<file path="src/rtl/vga_timing_pkg.sv">
// Shared VGA timing constants, scan-phase encoding and boundary helper.
// Defaults describe 640x480@60 with a 25.175 MHz pixel clock.
package vga_timing_pkg;

  localparam int DEF_H_ACTIVE = 640;
  localparam int DEF_H_FRONT  = 16;
  localparam int DEF_H_SYNC   = 96;
  localparam int DEF_H_BACK   = 48;
  localparam int DEF_V_ACTIVE = 480;
  localparam int DEF_V_FRONT  = 10;
  localparam int DEF_V_SYNC   = 2;
  localparam int DEF_V_BACK   = 33;

  localparam int CNT_W   = 10;
  localparam int CNT_MAX = 1 << CNT_W;

  typedef enum logic [1:0] {
    ACT  = 2'd0,
    FP   = 2'd1,
    SYNC = 2'd2,
    BP   = 2'd3
  } phase_e;

  // Each *_end is the first count value that belongs to the following phase.
  typedef struct packed {
    int act_end;
    int fp_end;
    int sync_end;
    int total;
  } bounds_t;

  function automatic bounds_t calc_bounds(input int active, input int front,
                                          input int sync_w, input int back);
    bounds_t b;
    b.act_end  = active;
    b.fp_end   = active + front;
    b.sync_end = b.fp_end + sync_w;
    b.total    = b.sync_end + back;
    return b;
  endfunction

endpackage

</file>
<file path="src/rtl/vga_delay_line.sv">
// Fixed-depth shift register with asynchronous clear to a programmable value.
module vga_delay_line #(
  parameter int                 WIDTH   = 1,
  parameter int                 DEPTH   = 1,
  parameter logic [WIDTH-1:0]   RST_VAL = '0
) (
  input  logic             iVGA_CLK,
  input  logic             iRST_N,
  input  logic [WIDTH-1:0] d,
  output logic [WIDTH-1:0] q
);

  logic [WIDTH-1:0] stage_q [DEPTH];
  logic [WIDTH-1:0] stage_d [DEPTH];

  always_comb begin
    stage_d[0] = d;
    for (int i = 1; i < DEPTH; i++) begin
      stage_d[i] = stage_q[i-1];
    end
  end

  always_ff @(posedge iVGA_CLK or negedge iRST_N) begin
    if (!iRST_N) begin
      for (int i = 0; i < DEPTH; i++) begin
        stage_q[i] <= RST_VAL;
      end
    end else begin
      for (int i = 0; i < DEPTH; i++) begin
        stage_q[i] <= stage_d[i];
      end
    end
  end

  assign q = stage_q[DEPTH-1];

endmodule

</file>
<file path="src/rtl/vga_sync_gen.sv">
// VGA pixel-timing master: scan counters, coordinate/request issue, and
// PIX_LAT-aligned sync/blank/colour towards the DAC.
//   state | meaning (same encoding for the H and V phase FSMs)
//   ACT   | visible pixels / lines
//   FP    | front porch
//   SYNC  | sync pulse asserted
//   BP    | back porch
module vga_sync_gen
  import vga_timing_pkg::*;
#(
  parameter int H_ACTIVE = DEF_H_ACTIVE,
  parameter int H_FRONT  = DEF_H_FRONT,
  parameter int H_SYNC   = DEF_H_SYNC,
  parameter int H_BACK   = DEF_H_BACK,
  parameter int V_ACTIVE = DEF_V_ACTIVE,
  parameter int V_FRONT  = DEF_V_FRONT,
  parameter int V_SYNC   = DEF_V_SYNC,
  parameter int V_BACK   = DEF_V_BACK,
  parameter int PIX_LAT  = 1,
  parameter bit SYNC_POL = 1'b0
) (
  input  logic                iVGA_CLK,
  input  logic                iRST_N,
  input  logic [9:0]          iRed,
  input  logic [9:0]          iGreen,
  input  logic [9:0]          iBlue,
  output logic [9:0]          oVGA_X,
  output logic [9:0]          oVGA_Y,
  output logic                oRequest,
  output logic                oFrameStart,
  output logic [9:0]          oVGA_R,
  output logic [9:0]          oVGA_G,
  output logic [9:0]          oVGA_B,
  output logic                oVGA_HS,
  output logic                oVGA_VS,
  output logic                oVGA_BLANK_N,
  output logic                oVGA_SYNC_N
);

  localparam bounds_t HB = calc_bounds(H_ACTIVE, H_FRONT, H_SYNC, H_BACK);
  localparam bounds_t VB = calc_bounds(V_ACTIVE, V_FRONT, V_SYNC, V_BACK);

  localparam logic [CNT_W-1:0] H_ACT_LAST  = CNT_W'(HB.act_end - 1);
  localparam logic [CNT_W-1:0] H_FP_LAST   = CNT_W'(HB.fp_end - 1);
  localparam logic [CNT_W-1:0] H_SYNC_LAST = CNT_W'(HB.sync_end - 1);
  localparam logic [CNT_W-1:0] H_LAST      = CNT_W'(HB.total - 1);
  localparam logic [CNT_W-1:0] V_ACT_LAST  = CNT_W'(VB.act_end - 1);
  localparam logic [CNT_W-1:0] V_FP_LAST   = CNT_W'(VB.fp_end - 1);
  localparam logic [CNT_W-1:0] V_SYNC_LAST = CNT_W'(VB.sync_end - 1);
  localparam logic [CNT_W-1:0] V_LAST      = CNT_W'(VB.total - 1);

  // The phase FSMs step on the last count of each phase, so every phase needs at least one count.
  if (HB.total > CNT_MAX || VB.total > CNT_MAX) begin : g_err_total
    $error("vga_sync_gen: H_TOTAL/V_TOTAL must not exceed 1024");
  end
  if (PIX_LAT < 1 || PIX_LAT > 4) begin : g_err_lat
    $error("vga_sync_gen: PIX_LAT must be in 1..4");
  end
  if (H_ACTIVE < 1 || H_FRONT < 1 || H_SYNC < 1 || H_BACK < 1 ||
      V_ACTIVE < 1 || V_FRONT < 1 || V_SYNC < 1 || V_BACK < 1) begin : g_err_phase
    $error("vga_sync_gen: every timing phase must be at least 1 long");
  end

  logic [CNT_W-1:0] h_cnt_q, h_cnt_d;
  logic [CNT_W-1:0] v_cnt_q, v_cnt_d;
  logic             h_end, v_end;
  phase_e           h_ph_q, h_ph_d;
  phase_e           v_ph_q, v_ph_d;

  always_comb begin
    h_end   = (h_cnt_q == H_LAST);
    v_end   = (v_cnt_q == V_LAST);
    h_cnt_d = h_end ? '0 : h_cnt_q + CNT_W'(1);
    v_cnt_d = v_cnt_q;
    if (h_end) begin
      v_cnt_d = v_end ? '0 : v_cnt_q + CNT_W'(1);
    end
  end

  always_comb begin
    h_ph_d = h_ph_q;
    case (h_ph_q)
      ACT:     if (h_cnt_q == H_ACT_LAST)  h_ph_d = FP;
      FP:      if (h_cnt_q == H_FP_LAST)   h_ph_d = SYNC;
      SYNC:    if (h_cnt_q == H_SYNC_LAST) h_ph_d = BP;
      BP:      if (h_end)                  h_ph_d = ACT;
      default:                             h_ph_d = ACT;
    endcase

    v_ph_d = v_ph_q;
    if (h_end) begin
      case (v_ph_q)
        ACT:     if (v_cnt_q == V_ACT_LAST)  v_ph_d = FP;
        FP:      if (v_cnt_q == V_FP_LAST)   v_ph_d = SYNC;
        SYNC:    if (v_cnt_q == V_SYNC_LAST) v_ph_d = BP;
        BP:      if (v_end)                  v_ph_d = ACT;
        default:                             v_ph_d = ACT;
      endcase
    end
  end

  always_ff @(posedge iVGA_CLK or negedge iRST_N) begin
    if (!iRST_N) begin
      h_cnt_q <= '0;
      v_cnt_q <= '0;
      h_ph_q  <= ACT;
      v_ph_q  <= ACT;
    end else begin
      h_cnt_q <= h_cnt_d;
      v_cnt_q <= v_cnt_d;
      h_ph_q  <= h_ph_d;
      v_ph_q  <= v_ph_d;
    end
  end

  logic             req_q, req_d;
  logic             fs_q, fs_d;
  logic             hs_s0_q, hs_s0_d;
  logic             vs_s0_q, vs_s0_d;
  logic [CNT_W-1:0] x_q, x_d;
  logic [CNT_W-1:0] y_q, y_d;

  always_comb begin
    req_d   = (h_ph_q == ACT) && (v_ph_q == ACT);
    x_d     = req_d ? h_cnt_q : '0;
    y_d     = req_d ? v_cnt_q : '0;
    fs_d    = (h_cnt_q == '0) && (v_cnt_q == '0);
    hs_s0_d = (h_ph_q == SYNC);
    vs_s0_d = (v_ph_q == SYNC);
  end

  always_ff @(posedge iVGA_CLK or negedge iRST_N) begin
    if (!iRST_N) begin
      req_q   <= 1'b0;
      x_q     <= '0;
      y_q     <= '0;
      fs_q    <= 1'b0;
      hs_s0_q <= 1'b0;
      vs_s0_q <= 1'b0;
    end else begin
      req_q   <= req_d;
      x_q     <= x_d;
      y_q     <= y_d;
      fs_q    <= fs_d;
      hs_s0_q <= hs_s0_d;
      vs_s0_q <= vs_s0_d;
    end
  end

  // Sync/active travel PIX_LAT clocks so they meet the colour returned for the same coordinate.
  logic hs_dl, vs_dl, act_dl;

  vga_delay_line #(
    .WIDTH   (3),
    .DEPTH   (PIX_LAT),
    .RST_VAL (3'b000)
  ) u_align (
    .iVGA_CLK (iVGA_CLK),
    .iRST_N   (iRST_N),
    .d        ({hs_s0_q, vs_s0_q, req_q}),
    .q        ({hs_dl, vs_dl, act_dl})
  );

  logic [9:0] r_q, r_d, g_q, g_d, b_q, b_d;
  logic       hs_pin_q, hs_pin_d;
  logic       vs_pin_q, vs_pin_d;
  logic       blank_n_q, blank_n_d;

  always_comb begin
    r_d       = act_dl ? iRed   : '0;
    g_d       = act_dl ? iGreen : '0;
    b_d       = act_dl ? iBlue  : '0;
    hs_pin_d  = hs_dl ? SYNC_POL : !SYNC_POL;
    vs_pin_d  = vs_dl ? SYNC_POL : !SYNC_POL;
    blank_n_d = act_dl;
  end

  always_ff @(posedge iVGA_CLK or negedge iRST_N) begin
    if (!iRST_N) begin
      r_q       <= '0;
      g_q       <= '0;
      b_q       <= '0;
      hs_pin_q  <= !SYNC_POL;
      vs_pin_q  <= !SYNC_POL;
      blank_n_q <= 1'b0;
    end else begin
      r_q       <= r_d;
      g_q       <= g_d;
      b_q       <= b_d;
      hs_pin_q  <= hs_pin_d;
      vs_pin_q  <= vs_pin_d;
      blank_n_q <= blank_n_d;
    end
  end

  assign oVGA_X       = x_q;
  assign oVGA_Y       = y_q;
  assign oRequest     = req_q;
  assign oFrameStart  = fs_q;
  assign oVGA_R       = r_q;
  assign oVGA_G       = g_q;
  assign oVGA_B       = b_q;
  assign oVGA_HS      = hs_pin_q;
  assign oVGA_VS      = vs_pin_q;
  assign oVGA_BLANK_N = blank_n_q;
  assign oVGA_SYNC_N  = 1'b0;

endmodule

</file>
<file path="config.mk">
export PLATFORM = sky130hd
export DESIGN_NAME = vga_sync_gen
export DESIGN_NICKNAME = d
export VERILOG_FILES = /design/src/rtl/vga_timing_pkg.sv /design/src/rtl/vga_delay_line.sv /design/src/rtl/vga_sync_gen.sv
export SDC_FILE = /design/constraint.sdc
export NUM_CORES = 1
export LEC_CHECK = 0
export ABC_AREA = 1
export BUFFER_PORTS_ARGS = -buffer_cell sky130_fd_sc_hd__buf_2
export CAP_MARGIN = 20
export CORE_UTILIZATION = 53
export CTS_BUF_LIST = sky130_fd_sc_hd__clkbuf_16
export CTS_CLUSTER_DIAMETER = 200
export CTS_CLUSTER_SIZE = 16
export DETAILED_ROUTE_END_ITERATION = 7
export HOLD_SLACK_MARGIN = 0.08
export PLACE_DENSITY = 0.76
export SETUP_SLACK_MARGIN = 0.15
export SYNTH_ARGS = -nofsm -noshare
export SYNTH_HDL_FRONTEND = slang
export SYNTH_SLANG_ARGS = --single-unit
export TNS_END_PERCENT = 5
</file>
<file path="constraint.sdc">
create_clock -name iVGA_CLK -period 2 [get_ports iVGA_CLK]
set_input_delay 0.2 -clock iVGA_CLK [delete_from_list [all_inputs] [get_ports iVGA_CLK]]
set_output_delay 0.2 -clock iVGA_CLK [all_outputs]
set_load 0.01 [all_outputs]
</file>
==> implementation parameters <==
Parameter                              Value

Clock network
  Root Driver ... clkbuf_16
  Number of buffers added by the clock tree synthesis step ... 9
  Clock latency on the worst-skew pair ... between 0.3 and 0.4 ns
  Maximum count of clock buffers along a single path ... 2
  Number of clock sinks ... 84
  Clock input transition at the sequential cells of the worst setup and hold paths ... 0.07 ns
  TritonCTS clock tree ... done
  H-tree Lvls ... 3

Die
  Top-level I/O count ... 88
  Chip Width ... 83.7 µm
  Die boundary height ... between 80 and 90 µm
  FP Rows ... 29
  Placeable core area ... 6390 µm²
  Starting Density ... 55.4%
  Area of the die ... roughly 7000 µm²

Synthesis
  Cell type contributing the most total cell area after synthesis ... dfrtp_1
  Async S/R FF share, synth ... 100%
  Yosys warnings ... 0
  Synthesized-area fraction occupied by adder cells ... 4.95%
  Synthesized-area fraction occupied by xor and xnor cells ... about 2.5%
  Synth top cells by count ... dfrtp_1, nand2_1, inv_1
  Area share of the largest cell type after synthesis ... 58.0%
  Number of enable flip-flop cells after synthesis ... 0
  Summed instance area of the synthesized netlist ... 3540 µm²
  Top area cells in the synthesized netlist ... dfrtp_1, nand2_1, inv_1, ha_1, nor2_1
  Register area share after synthesis ... roughly three fifths
  Post-Synth Simple-Gate Area ... between 20% and 30%
  Dominant combinational cell family by area after synthesis ... simple AND/OR/NAND/NOR gates
  Top FF cell, synth ... dfrtp_1
  Count leader, synth ... dfrtp_1
  Gate Count Post-Synth ... ~360
  Synthesized netlist net count ... between 400 and 500
  Mux cell area share after synthesis ... 0%
  Number of synthesized register bits ... 84
  Library cells used by synthesis ... 32
  Share of the synthesized area in compound gates (AO/OA/AOI/OAI) ... under 10%
  Synthesized area per cell ... ~9.7 µm²

Route
  Length of the first detailed-routing pass in iterations ... 5
  Vias per cell ... 4.98
  Avg WL per Cell ... 14.8 µm
  Final Routed Wirelength ... about 8.4 mm
  Count of antenna-violating nets left after detailed routing ... 0
  Post-route DRC ... 0
  Total via count in the routed design ... roughly 2800
  Number of DRC violations after detailed-routing iteration 0 ... about 130

Critical path
  Sequence of cells on the critical path ... ha_1, nand2_2, nor3_4, nand2_4, clkinv_4, nand2_4, o21bai_1, nand2_1
  Kind of end point of the critical path ... flop
  Buffering stage count on the worst path with inverters included ... 1
  CP required ... ~2.2 ns
  Critical path's most frequent cell ... nand2_4
  Worst setup SP type ... flop
  Highest fanout seen on the critical path ... 21
  Library cell contributing the largest single delay on the critical path ... dfrtp_1
  Critical path data arrival time ... roughly 1.9 ns
  Category of the critical setup timing path ... reg2reg
  Cell class contributing the biggest share of worst-path delay ... simple AND/OR/NAND/NOR gates
  Largest stage delay on the critical path ... 0.39 ns

GRT
  GR Overflow Total ... 0
  Pin count of the biggest net entering global routing ... 40
  Antenna violations before repair ... 0
  Number of global-route vias before repair ... 2869
  First-pass GRT wire length ... 14.0 mm
  Total GRT Usage ... around a quarter

STA
  Final Cycle Share ... 81.6%
  Maximum frequency from static timing analysis ... roughly 0.6 GHz
  Post-layout min period ... roughly 1.6 ns
  Unrepaired setup endpoints after global routing ... false
  Maximum clock skew at final layout ... 0.00775 ns
  Final setup fails ... 0
  Setup ws final ... 0.368 ns
  Final Max Tran Viols ... 0
  Sum of negative setup slack ... 0 ns
  Final hold violations ... 0

Cells and area
  P&R area growth vs syn ... 31.4%
  Count of antenna diodes in the layout ... 0
  Nets ... 530
  Proportion of layout cells with a drive suffix above 1 ... around 28%
  Filler cell count ... about 410

Status
  Status ... finished, final reports clean

Power and ir drop
  Power Dens Cells ... about 800 nW/µm²
  Leakage ... 2.54 nW
  Maximum resistive drop on vdd ... about 600 µV

Job
  Total of max-cap violations ... 0

Placement
  Buffers on Ports ... 86
  Pre-CTS WS ... between 0.3 and 0.4 ns
  Routability congestion estimate from global placement ... between 0.8 and 0.9
  Estimated wirelength of the detail-placed design ... around 5.0 mm

Min path
  Classification of the worst-slack hold path ... in2reg
## final cells by class
class | instances | area, µm² | share of cell area [%]
Clock buffer | 9 | 225 | 4.85
Timing Repair Buffer | 118 | 741 | 15.9
Inverter | 65 | 249 | 5.36
Tap cell | 77 | 96.3 | 2.07
Multi-Input combinational cell | 206 | 1130 | 24.3
Sequential cell | 84 | 2100 | 45.3
Clock inverter | 7 | 105 | 2.26
## worst reg2reg max path: stages, from the launching register on
cell	delay (ns)
dfrtp_1	0.39
ha_1	0.22
nand2_2	0.12
nor3_4	0.17
nand2_4	0.12
clkinv_4	0.18
nand2_4	0.09
o21bai_1	0.16
nand2_1	0.07
## sequential cells by signal (all words and copies together) (netlist names)
signal / cells
oVGA_VS: 1
v_ph_q: 2
oVGA_Y: 10
oVGA_X: 10
oRequest: 1
oVGA_B: 10
oVGA_G: 10
h_ph_q: 2
vs_s0_q: 1
oVGA_HS: 1
oFrameStart: 1
u_align.q: 3
hs_s0_q: 1
oVGA_R: 10
h_cnt_q: 10
v_cnt_q: 10
oVGA_BLANK_N: 1
## worst paths after layout
check | slack, ns | end | depth (start not counted) | start
max | 0.37 | v_ph_q[1] | 8 | h_cnt_q[0]
min | 0.08 | oVGA_B[9] | 3 | iBlue[9]
max reg2reg | 0.37 | v_ph_q[1] | 8 | h_cnt_q[0]
min reg2reg | 0.35 | u_align.q[2] | 0 | hs_s0_q
max in group asynchronous | 0.98 | oVGA_VS | 3 | iRST_N
min in group asynchronous | 0.36 | oVGA_G[6] | 2 | iRST_N
## per-stage QoR
stage | utilization (%) | power, mW | cells | cell area, µm² | hold slack [ns]
after detailed placement | 63.4 | 1.91 | 523 | 4050 | 0.195
after floorplan | - | 1.81 | 363 | 3540 | -0.0956
after CTS | 72.6 | 3.76 | 565 | 4640 | 0.0801
after global routing | 72.8 | 3.89 | 566 | 4650 | 0.0898
after global placement | 63.4 | 1.91 | 523 | 4050 | 0.186
final | 72.8 | 3.76 | 566 | 4650 | 0.0776
## repair_timing
item | 4_1_cts | 5_1_grt
hold endpoints to repair | 60 | 1
hold buffers | 26 | 1
gates resized for setup | 0 | 0
buffers inserted | 0 | 0
## logic make-up (layout without fill, tap and decap cells)
logic type,count (synthesis),in the layout
simple gates,162,162
flops,84,84
buf+inv,73,199
compound gates,19,19
fa+ha+maj,14,14
xor+xnor,10,10
other cells,1,1
## placed cells by master, fill, tap and decap left out, types with 2 or more instances in the layout
master         synthesis  final
o21ai_2                5      5
inv_6                  0      2
buf_4                  1      6
o21ai_1                3      3
o21bai_1               2      2
or2_2                  2      2
nand3_2                2      2
nor3_1                 3      3
dfrtp_1               82     82
buf_2                  0     85
bufinv_16              0      2
nor2_4                 3      3
nand2_2                3      3
nor2_2                 4      4
ha_1                  14     14
inv_2                  2      2
o21ai_0                6      6
nor2_1                43     43
clkinv_4               1      2
dlygate4sd3_1          0     27
xor2_1                10     10
nand4_1                6      6
nand3_1               14     14
a21oi_1                2      2
inv_1                 62     62
nand2_4                2      2
nand2_1               77     77
clkbuf_16              0      9
dfstp_2                2      2
## metal layers
layer / global-route usage [%] / vias to the layer above / wire length, µm
met5: 0 / - / 0
met4: 12.2 / 0 / 212
met3: 6.53 / 21 / 536
met2: 44.5 / 116 / 4190
met1: 31.7 / 1348 / 3430
li1: - / 1334 / -
## report_power, final
group,leakage [nW],switching (mW),internal [mW]
clock network,0.159,0.715,1.11
logic,1.32,0.102,0.0916
registers,1.06,0.00857,1.73
total,2.54,0.825,2.93
Note: power is estimated with default switching activity, not from simulation.
